`config.mk`:
```
export PLATFORM = sky130hd
export DESIGN_NAME = bitwise_logic_unit_flat
export DESIGN_NICKNAME = d
export VERILOG_FILES = /design/src/rtl/bitwise_logic_unit_if.sv /design/src/rtl/bitwise_logic_unit.sv /design/src/flat_wrapper.sv
export SDC_FILE = /design/constraint.sdc
export NUM_CORES = 1
export LEC_CHECK = 0
export ABC_AREA = 1
export CELL_PAD_IN_SITES_DETAIL_PLACEMENT = 1
export CELL_PAD_IN_SITES_GLOBAL_PLACEMENT = 1
export CORE_UTILIZATION = 42
export DETAILED_ROUTE_END_ITERATION = 6
export PLACE_DENSITY = 0.86
export SYNTH_ARGS = -nofsm -noshare
export SYNTH_HDL_FRONTEND = slang
export SYNTH_SLANG_ARGS = --single-unit
```
`constraint.sdc`:
```
create_clock -name clk -period 8 [get_ports clk]
set_clock_uncertainty 0.2 [all_clocks]
set_input_delay 2.4 -clock clk [delete_from_list [all_inputs] [get_ports clk]]
set_output_delay 2.4 -clock clk [all_outputs]
set_load 0.01 [all_outputs]
```
`src/rtl/bitwise_logic_unit_if.sv`:
```
`default_nettype none
// ============================================================================
// Module      : bitwise_logic_unit_if
// Description : Request/result handshake bundle for bitwise_logic_unit.
//               master : producer/consumer side (drives requests, out_ready)
//               slave  : the logic unit (drives in_ready and the result head)
// Ports       : in_valid/in_ready/in_a/in_b/in_op   request channel
//               out_valid/out_ready/out_data/out_zr/out_ng  result channel
//               count                                results buffered
// Revision    : 1.0  initial release
// ============================================================================
interface bitwise_logic_unit_if #(
  parameter int WIDTH = 16,
  parameter int DEPTH = 2
);
  logic                     in_valid;
  logic                     in_ready;
  logic [WIDTH-1:0]         in_a;
  logic [WIDTH-1:0]         in_b;
  logic [2:0]               in_op;
  logic                     out_valid;
  logic                     out_ready;
  logic [WIDTH-1:0]         out_data;
  logic                     out_zr;
  logic                     out_ng;
  logic [$clog2(DEPTH):0]   count;

  modport master (
    output in_valid, in_a, in_b, in_op, out_ready,
    input  in_ready, out_valid, out_data, out_zr, out_ng, count
  );

  modport slave (
    input  in_valid, in_a, in_b, in_op, out_ready,
    output in_ready, out_valid, out_data, out_zr, out_ng, count
  );
endinterface
`default_nettype wire

```
`src/rtl/bitwise_logic_unit.sv`:
```
`default_nettype none
// ============================================================================
// Module      : bitwise_logic_unit
// Description : Per-bit logic over WIDTH-bit operands (8 ops) with zero and
//               negative flags, buffered in a DEPTH-entry FIFO behind a
//               valid/ready handshake.
// Ports       : clk    rising-edge clock
//               reset  synchronous, active-high reset
//               bus    bitwise_logic_unit_if.slave (request + result channels)
// Revision    : 1.0  initial release
// ============================================================================
module bitwise_logic_unit #(
  parameter int WIDTH = 16,
  parameter int DEPTH = 2
) (
  input  logic                 clk,
  input  logic                 reset,
  bitwise_logic_unit_if.slave  bus
);
  localparam int c_ptr_w = $clog2(DEPTH);
  localparam int c_cnt_w = c_ptr_w + 1;
  localparam logic [c_cnt_w-1:0] c_full = c_cnt_w'(DEPTH);

  logic [WIDTH-1:0]   r_mem_data [DEPTH];
  logic               r_mem_zr   [DEPTH];
  logic               r_mem_ng   [DEPTH];
  logic [c_ptr_w-1:0] r_wr_ptr;
  logic [c_ptr_w-1:0] r_rd_ptr;
  logic [c_cnt_w-1:0] r_count;

  logic [WIDTH-1:0]   w_result;
  logic               w_full;
  logic               w_nonempty;
  logic               w_accept;
  logic               w_pop;

  always_comb begin
    w_result = '0;
    case (bus.in_op)
      3'b000:  w_result = ~bus.in_a;
      3'b001:  w_result = bus.in_a & bus.in_b;
      3'b010:  w_result = bus.in_a | bus.in_b;
      3'b011:  w_result = bus.in_a ^ bus.in_b;
      3'b100:  w_result = ~(bus.in_a & bus.in_b);
      3'b101:  w_result = ~(bus.in_a | bus.in_b);
      3'b110:  w_result = ~(bus.in_a ^ bus.in_b);
      default: w_result = bus.in_a;
    endcase
  end

  // Handshake qualifiers depend only on registered occupancy, so in_ready
  // never sees out_ready: a pop on a full cycle frees space only next cycle.
  assign w_full     = (r_count == c_full);
  assign w_nonempty = (r_count != '0);
  assign w_accept   = bus.in_valid && !w_full;
  assign w_pop      = bus.out_ready && w_nonempty;

  always_ff @(posedge clk) begin
    if (reset) begin
      r_wr_ptr <= '0;
      r_rd_ptr <= '0;
      r_count  <= '0;
    end else begin
      // DEPTH is a power of two, so pointer increments wrap naturally.
      if (w_accept) r_wr_ptr <= r_wr_ptr + 1'b1;
      if (w_pop)    r_rd_ptr <= r_rd_ptr + 1'b1;
      case ({w_accept, w_pop})
        2'b10:   r_count <= r_count + 1'b1;
        2'b01:   r_count <= r_count - 1'b1;
        default: r_count <= r_count;
      endcase
    end
  end

  // Storage needs no reset: empty-buffer outputs are masked below.
  always_ff @(posedge clk) begin
    if (!reset && w_accept) begin
      r_mem_data[r_wr_ptr] <= w_result;
      r_mem_zr[r_wr_ptr]   <= (w_result == '0);
      r_mem_ng[r_wr_ptr]   <= w_result[WIDTH-1];
    end
  end

  assign bus.in_ready  = !w_full;
  assign bus.out_valid = w_nonempty;
  assign bus.out_data  = w_nonempty ? r_mem_data[r_rd_ptr] : '0;
  assign bus.out_zr    = w_nonempty ? r_mem_zr[r_rd_ptr]   : 1'b0;
  assign bus.out_ng    = w_nonempty ? r_mem_ng[r_rd_ptr]   : 1'b0;
  assign bus.count     = r_count;

endmodule
`default_nettype wire

```
`src/flat_wrapper.sv`:
```
// flat-port wrapper written by rule: the top's interface ports become plain ports
module bitwise_logic_unit_flat 
#(
  parameter int WIDTH = 16,
  parameter int DEPTH = 2
)
  (clk, reset, bus_in_valid, bus_in_a, bus_in_b, bus_in_op, bus_out_ready, bus_in_ready, bus_out_valid, bus_out_data, bus_out_zr, bus_out_ng, bus_count);
  bitwise_logic_unit_if #(.WIDTH(WIDTH), .DEPTH(DEPTH)) bus_i ();
  input  logic clk;
  input  logic reset;
  input wire logic [$bits(bus_i.in_valid)-1:0] bus_in_valid;
  input wire logic [$bits(bus_i.in_a)-1:0] bus_in_a;
  input wire logic [$bits(bus_i.in_b)-1:0] bus_in_b;
  input wire logic [$bits(bus_i.in_op)-1:0] bus_in_op;
  input wire logic [$bits(bus_i.out_ready)-1:0] bus_out_ready;
  output wire logic [$bits(bus_i.in_ready)-1:0] bus_in_ready;
  output wire logic [$bits(bus_i.out_valid)-1:0] bus_out_valid;
  output wire logic [$bits(bus_i.out_data)-1:0] bus_out_data;
  output wire logic [$bits(bus_i.out_zr)-1:0] bus_out_zr;
  output wire logic [$bits(bus_i.out_ng)-1:0] bus_out_ng;
  output wire logic [$bits(bus_i.count)-1:0] bus_count;
  assign bus_i.in_valid = bus_in_valid;
  assign bus_i.in_a = bus_in_a;
  assign bus_i.in_b = bus_in_b;
  assign bus_i.in_op = bus_in_op;
  assign bus_i.out_ready = bus_out_ready;
  assign bus_in_ready = bus_i.in_ready;
  assign bus_out_valid = bus_i.out_valid;
  assign bus_out_data = bus_i.out_data;
  assign bus_out_zr = bus_i.out_zr;
  assign bus_out_ng = bus_i.out_ng;
  assign bus_count = bus_i.count;
  bitwise_logic_unit #(.WIDTH(WIDTH), .DEPTH(DEPTH)) u_core (.clk(clk), .reset(reset), .bus(bus_i));
endmodule
```
# After elaboration in Yosys (flattened, before gate mapping)
# Memories as Yosys holds them, arrays and structs flattened. A register that Yosys moved wholly into a read port is not among the register bits.
# Index checks and enable logic that the tools add are counted.
dict set report totals {
  regBits 4
  mem_bits_rw 36
  elab_cells 48
  n_memories 3
}
dict set report op_classes {
  addsub 4
  n_eq_ne 9
  mux 13
  n_bitwise 7
  reduce_logical 9
}
# name words word_bits read_ports rd_ports_with_merged_regs write_ports line
set mem_list {}
lappend mem_list {u_core.r_mem_data 2 16 1 1 1 bitwise_logic_unit.sv:24} ;# logic [WIDTH-1:0] r_mem_data [DEPTH];
lappend mem_list {u_core.r_mem_ng 2 1 1 1 1 bitwise_logic_unit.sv:26} ;# logic r_mem_ng [DEPTH];
lappend mem_list {u_core.r_mem_zr 2 1 1 1 1 bitwise_logic_unit.sv:25} ;# logic r_mem_zr [DEPTH];
# cell count
set ops {}
lappend ops {{case mux 16 bit (7 select lines)} 1}
lappend ops {{NOT 16 bit} 4}
lappend ops {{AND 16 bit} 1}
lappend ops {{logical NOT 16 bit} 1}
lappend ops {{two-way mux 16 bit} 1}
lappend ops {{bitwise OR 16 bit} 1}
lappend ops {{XOR 16 bit} 1}
lappend ops {{two-way mux 1 bit} 10}
lappend ops {{== test 3 bit (second input constant)} 3}
lappend ops {{== test 3 x 2 -> 1 bit (second input constant)} 2}
lappend ops {{== test 2 bit (second input constant)} 2}
lappend ops {{case mux 2 bit (2 select lines)} 1}
lappend ops {{nonzero test 2 bit} 2}
lappend ops {{== test 3 x 1 -> 1 bit (second input constant)} 1}
lappend ops {{logical AND 1 bit} 3}
lappend ops {{logical NOT 3 bit} 1}
lappend ops {{adder 1 bit (second input constant)} 2}
lappend ops {{adder 2 x 1 -> 2 bit (second input constant)} 1}
lappend ops {{== test 2 x 1 -> 1 bit (second input constant)} 1}
lappend ops {{logical NOT 1 bit} 2}
lappend ops {{subtractor 2 x 1 -> 2 bit (second input constant)} 1}

# Depth between registers and ports, before layout
dict set report depth {
  ltp_word 6
  ltp_mapped 13
  ltp_nobuf 12
}

# Least setup slack after synthesis
# OpenSTA, ideal clock, no wires.
dict set report synth_timing {
  path_type {input -> register}
  from {input bus_in_valid}
  to {memory u_core.r_mem_data[1][0] (enable)}
  arrival_time_ns 3.682
  required_time_ns 7.388
  slack_ns 3.706
  stages 2
  path_buffers 0
  path_cell_list {nand2_1 > nor3_1}
}
dict set report synth_between {
  elab_chain_cells 4
}
# element line
set synth_lines {}
lappend synth_lines {{from (decl)} flat_wrapper.sv:11} ;# input wire logic [$bits(bus_i.in_valid)-1:0] bus_in_valid;
lappend synth_lines {{logical AND 1 bit} bitwise_logic_unit.sv:55} ;# assign w_accept = bus.in_valid && !w_full;
lappend synth_lines {{logical AND 1 bit} bitwise_logic_unit.sv:77} ;# if (!reset && w_accept) begin
lappend synth_lines {{two-way mux 1 bit} bitwise_logic_unit.sv:77}
lappend synth_lines {{two-way mux 1 bit (not written as such)} bitwise_logic_unit.sv:78} ;# r_mem_data[r_wr_ptr] <= w_result;
lappend synth_lines {{to (decl)} bitwise_logic_unit.sv:24}
# No other way between the ends.

==> key figures <==
Run status
  • Status: completed

Global route
  • GRT met3 Usage: 0.0153
  • Remaining Overflow, GRT: 0
  • M2 GR Usage: 0.425
  • First-pass GRT wire length: 16.1 mm
  • Vias in the first global route: 3522
  • Largest net degree at the start of global routing: 48
  • Gr busiest metal: met2
  • Initial antenna violation count: 0
  • Total track usage: 0.229
  • M1 GR Usage: 0.277

Setup path
  • Crit Path Max Fanout: 18
  • Cell Chain, Critical Path: clkinv_1, nand2_1, a21oi_1, clkdlybuf4s50_1
  • Setup CP Type: flip-flop to output port
  • Worst path required time: 5400 ps
  • Worst setup SP type: flip-flop
  • RR Startpoint: u_core.bus.count[0]
  • CP max stage cell: dfxtp_1
  • CP arrival: about 2600 ps
  • R2R cell count: 8
  • Worst reg-to-reg setup slack: roughly 5400 ps
  • Slowest cell delay on critical path: between 700 and 800 ps
  • CP endpoint kind: output port
  • Reg2reg end: u_core.bus.count[1]

Clock tree
  • CTS Buf Count: 5
  • CTS H-tree depth: 2
  • Max Root-Sink Buffers: 2
  • # hold bufs at CTS: 0
  • Worst skew pair latency: between 200 and 300 ps
  • Root buffer cell: clkbuf_8
  • Clock slew at reported path FFs: approximately 70 ps
  • Post-CTS sizing: 0
  • Post-CTS Setup Repair Bufs: 0
  • Clock sinks: 39
  • CTS tree: done

Yosys
  • Synth Register Bits: 39
  • Number of synthesized flops with an enable pin: 34
  • Most frequent cell after synthesis: nand2_1
  • Synth Area in Simple Gates: 0.388
  • Yosys warnings: 0
  • Post-Syn Instances: about 530
  • Yosys top cell area share: 0.283
  • Post-Synth Adder-Cell Area: 0.114
  • Post-synthesis xor/xnor area fraction: 0.00243
  • Seq/Total Area, Yosys: 0.310
  • Synthesized area: 0.00361 mm2
  • Top cells by count, synth: 161 x nand2_1, 80 x inv_1, 46 x nor2_1
  • Top cells by area, synth: edfxtp_1 28%, nand2_1 17%, ha_1 11%, inv_1 8.3%, nand3_1 5.5%
  • Mean post-synth cell area: 6.85 um2
  • Share of synthesized registers carrying an async set or reset: 0
  • Count of cell types in the netlist: 27
  • Complex-gate fraction of the synthesized area: 0.0426
  • Mux contribution to synthesized area: 0
  • Yosys top cell by area: edfxtp_1
  • Main combinational cell family by area after synthesis: simple AND/OR/NAND/NOR gates
  • Most used DFF post-synth: edfxtp_1
  • Syn Nets: 599

Final layout
  • Layout area overhead: 18.2%
  • Ant diodes: 0
  • Fraction of layout cells with a size suffix above 1: 0.0439
  • Nets: 640
  • Final core occ: 0.517
  • Final std cells w/o fill: between 600 and 700
  • Fill count: 1105
  • Final Cell Area: ~0.0043 mm2

Routing
  • WL/cell: ~15 um
  • Via density: 5.26
  • Residual DRC count: 0
  • First drt pass iteration count: 4
  • Vias: approximately 3.5k
  • Post-route antenna net violation count: 0
  • WL final: 10.1 mm
  • Initial drt markers: 96

Placement
  • Routability cong.: 0.770
  • IO buf count: 60
  • Cells after DPL: 666
  • Post-DP Area: between 0.004 and 0.005 mm2
  • Hpwl dp: between 7 and 8 mm

Power
  • Pint: roughly 450 uW
  • Net Sw Frac: 0.369
  • Combinational fraction of design power: 0.457
  • Pwr dens: roughly 170 mW/mm2
  • Worst-case vdd ir drop: 56.4 uV
  • Clock share of power: 0.172
  • Reg power frac: 0.371
  • Total leakage power: between 0.002 and 0.0025 uW
  • Sw power: ~260 uW

Worst hold path
  • Hold Crit Class: flip-flop to flip-flop
  • Hold Startpoint: u_core.r_wr_ptr
  • Worst Hold Path EP: u_core.r_wr_ptr
  • Hold path depth: 2

Timing
  • Fmax: about 190 MHz
  • Tightest Pin Transition: around 1200 ps
  • Final worst path period share: 0.644
  • Setup TNS: 0 ps
  • Setup Viol. Count Final: 0
  • Slew headroom: 0.172
  • Final slew viol count: 0
  • Min Clock Period, post-route: 5150 ps
  • Hold Violations, Final: 0
  • Setup repair after global routing missed its margin: false

Floorplan
  • Starting Density: 0.437
  • Die H: between 90 and 100 um
  • CORE AREA: 0.00826 mm2
  • Area of the die: 0.00897 mm2
  • Top Ports: between 60 and 70
  • Rows: 33
  • Die width: 94.7 um

Flow run
  • Number of max-cap violations: 0
[state kept, by name, summed over array words and instances, names as in the netlist, named ones only]
name,flops
u_core.r_mem_zr,2
u_core.bus.count,2
u_core.r_rd_ptr,1
u_core.r_mem_data,32
u_core.r_wr_ptr,1
[worst max-delay path by stage]
stage / startpoint / endpoint / cells past startpoint
5_1_grt: flip-flop / bus_out_data[4] / 4
4_1_cts: flip-flop / bus_out_data[2] / 4
6_report: flip-flop / bus_out_data[4] / 4
2_1_floorplan: bus_in_valid / u_core.r_mem_data[1][0] / 2
3_5_place_dp: bus_in_op[0] / u_core.r_mem_zr[1] / 12
3_3_place_gp: bus_in_op[0] / u_core.r_mem_zr[0] / 12
[power by group through the flow]
| stage | Sequential (uW) | Clock, uW | Combinational (uW) |
|---|---|---|---|
| CTS | 267 | 127 | 332 |
| finish | 266 | 124 | 328 |
| detailed placement | 271 | 0 | 330 |
| floorplan | 263 | 0 | 186 |
| global route | 269 | 136 | 364 |
| global placement | 268 | 0 | 314 |
[final cells by class]
cell class / instances / area (um2) / share of cell area
Tap cell: 105 / 131 / 0.0308
Multi-Input combinational cell: 373 / 1980 / 0.465
Timing Repair Buffer: 64 / 631 / 0.148
Clock buffer: 8 / 80.1 / 0.0188
Inverter: 85 / 322 / 0.0753
Sequential cell: 39 / 1120 / 0.263
[cells in the final DEF, fill, tap and decap left out, drive strengths merged]
cell type	instances
buf	4
xor2	1
inv	84
edfxtp	34
o21ai	7
nand2	163
clkinv	1
nand3b	23
ha	33
nor2	53
nor3	1
clkbuf	8
dfxtp	5
nand4	28
or2	1
a31o	1
a21oi	22
nand3	40
clkdlybuf4s50	60
[stage by stage]
step / hold slack, ps / total power [uW] / worst slack (ps)
floorplan: 234 / 449 / 3710
global placement: 249 / 583 / 2700
detailed placement: 262 / 601 / 2660
CTS: 272 / 725 / 2820
global route: 296 / 769 / 2650
finish: 269 / 718 / 2850
[cells by family after synthesis]
logic type,count (synthesis)
xor+xnor,1
buf+inv,115
flops,39
fa+ha+maj,33
compound gates,30
simple gates,309
[critical path: cells and delay by family, from the launching register on]
kind	cells	cell delay, ps
AO/OA/AOI/OAI	1	110
buffers and inverters	2	1180
AND/OR/NAND/NOR	1	230
flip-flops	1	740
[per-layer routing]
layer	up-vias	part of all wire
met1	1680	0.43
li1	1759	-
met5	-	0
met2	86	0.52
met3	17	0.029
met4	0	0.017
Note: power is estimated with default switching activity, not from simulation.
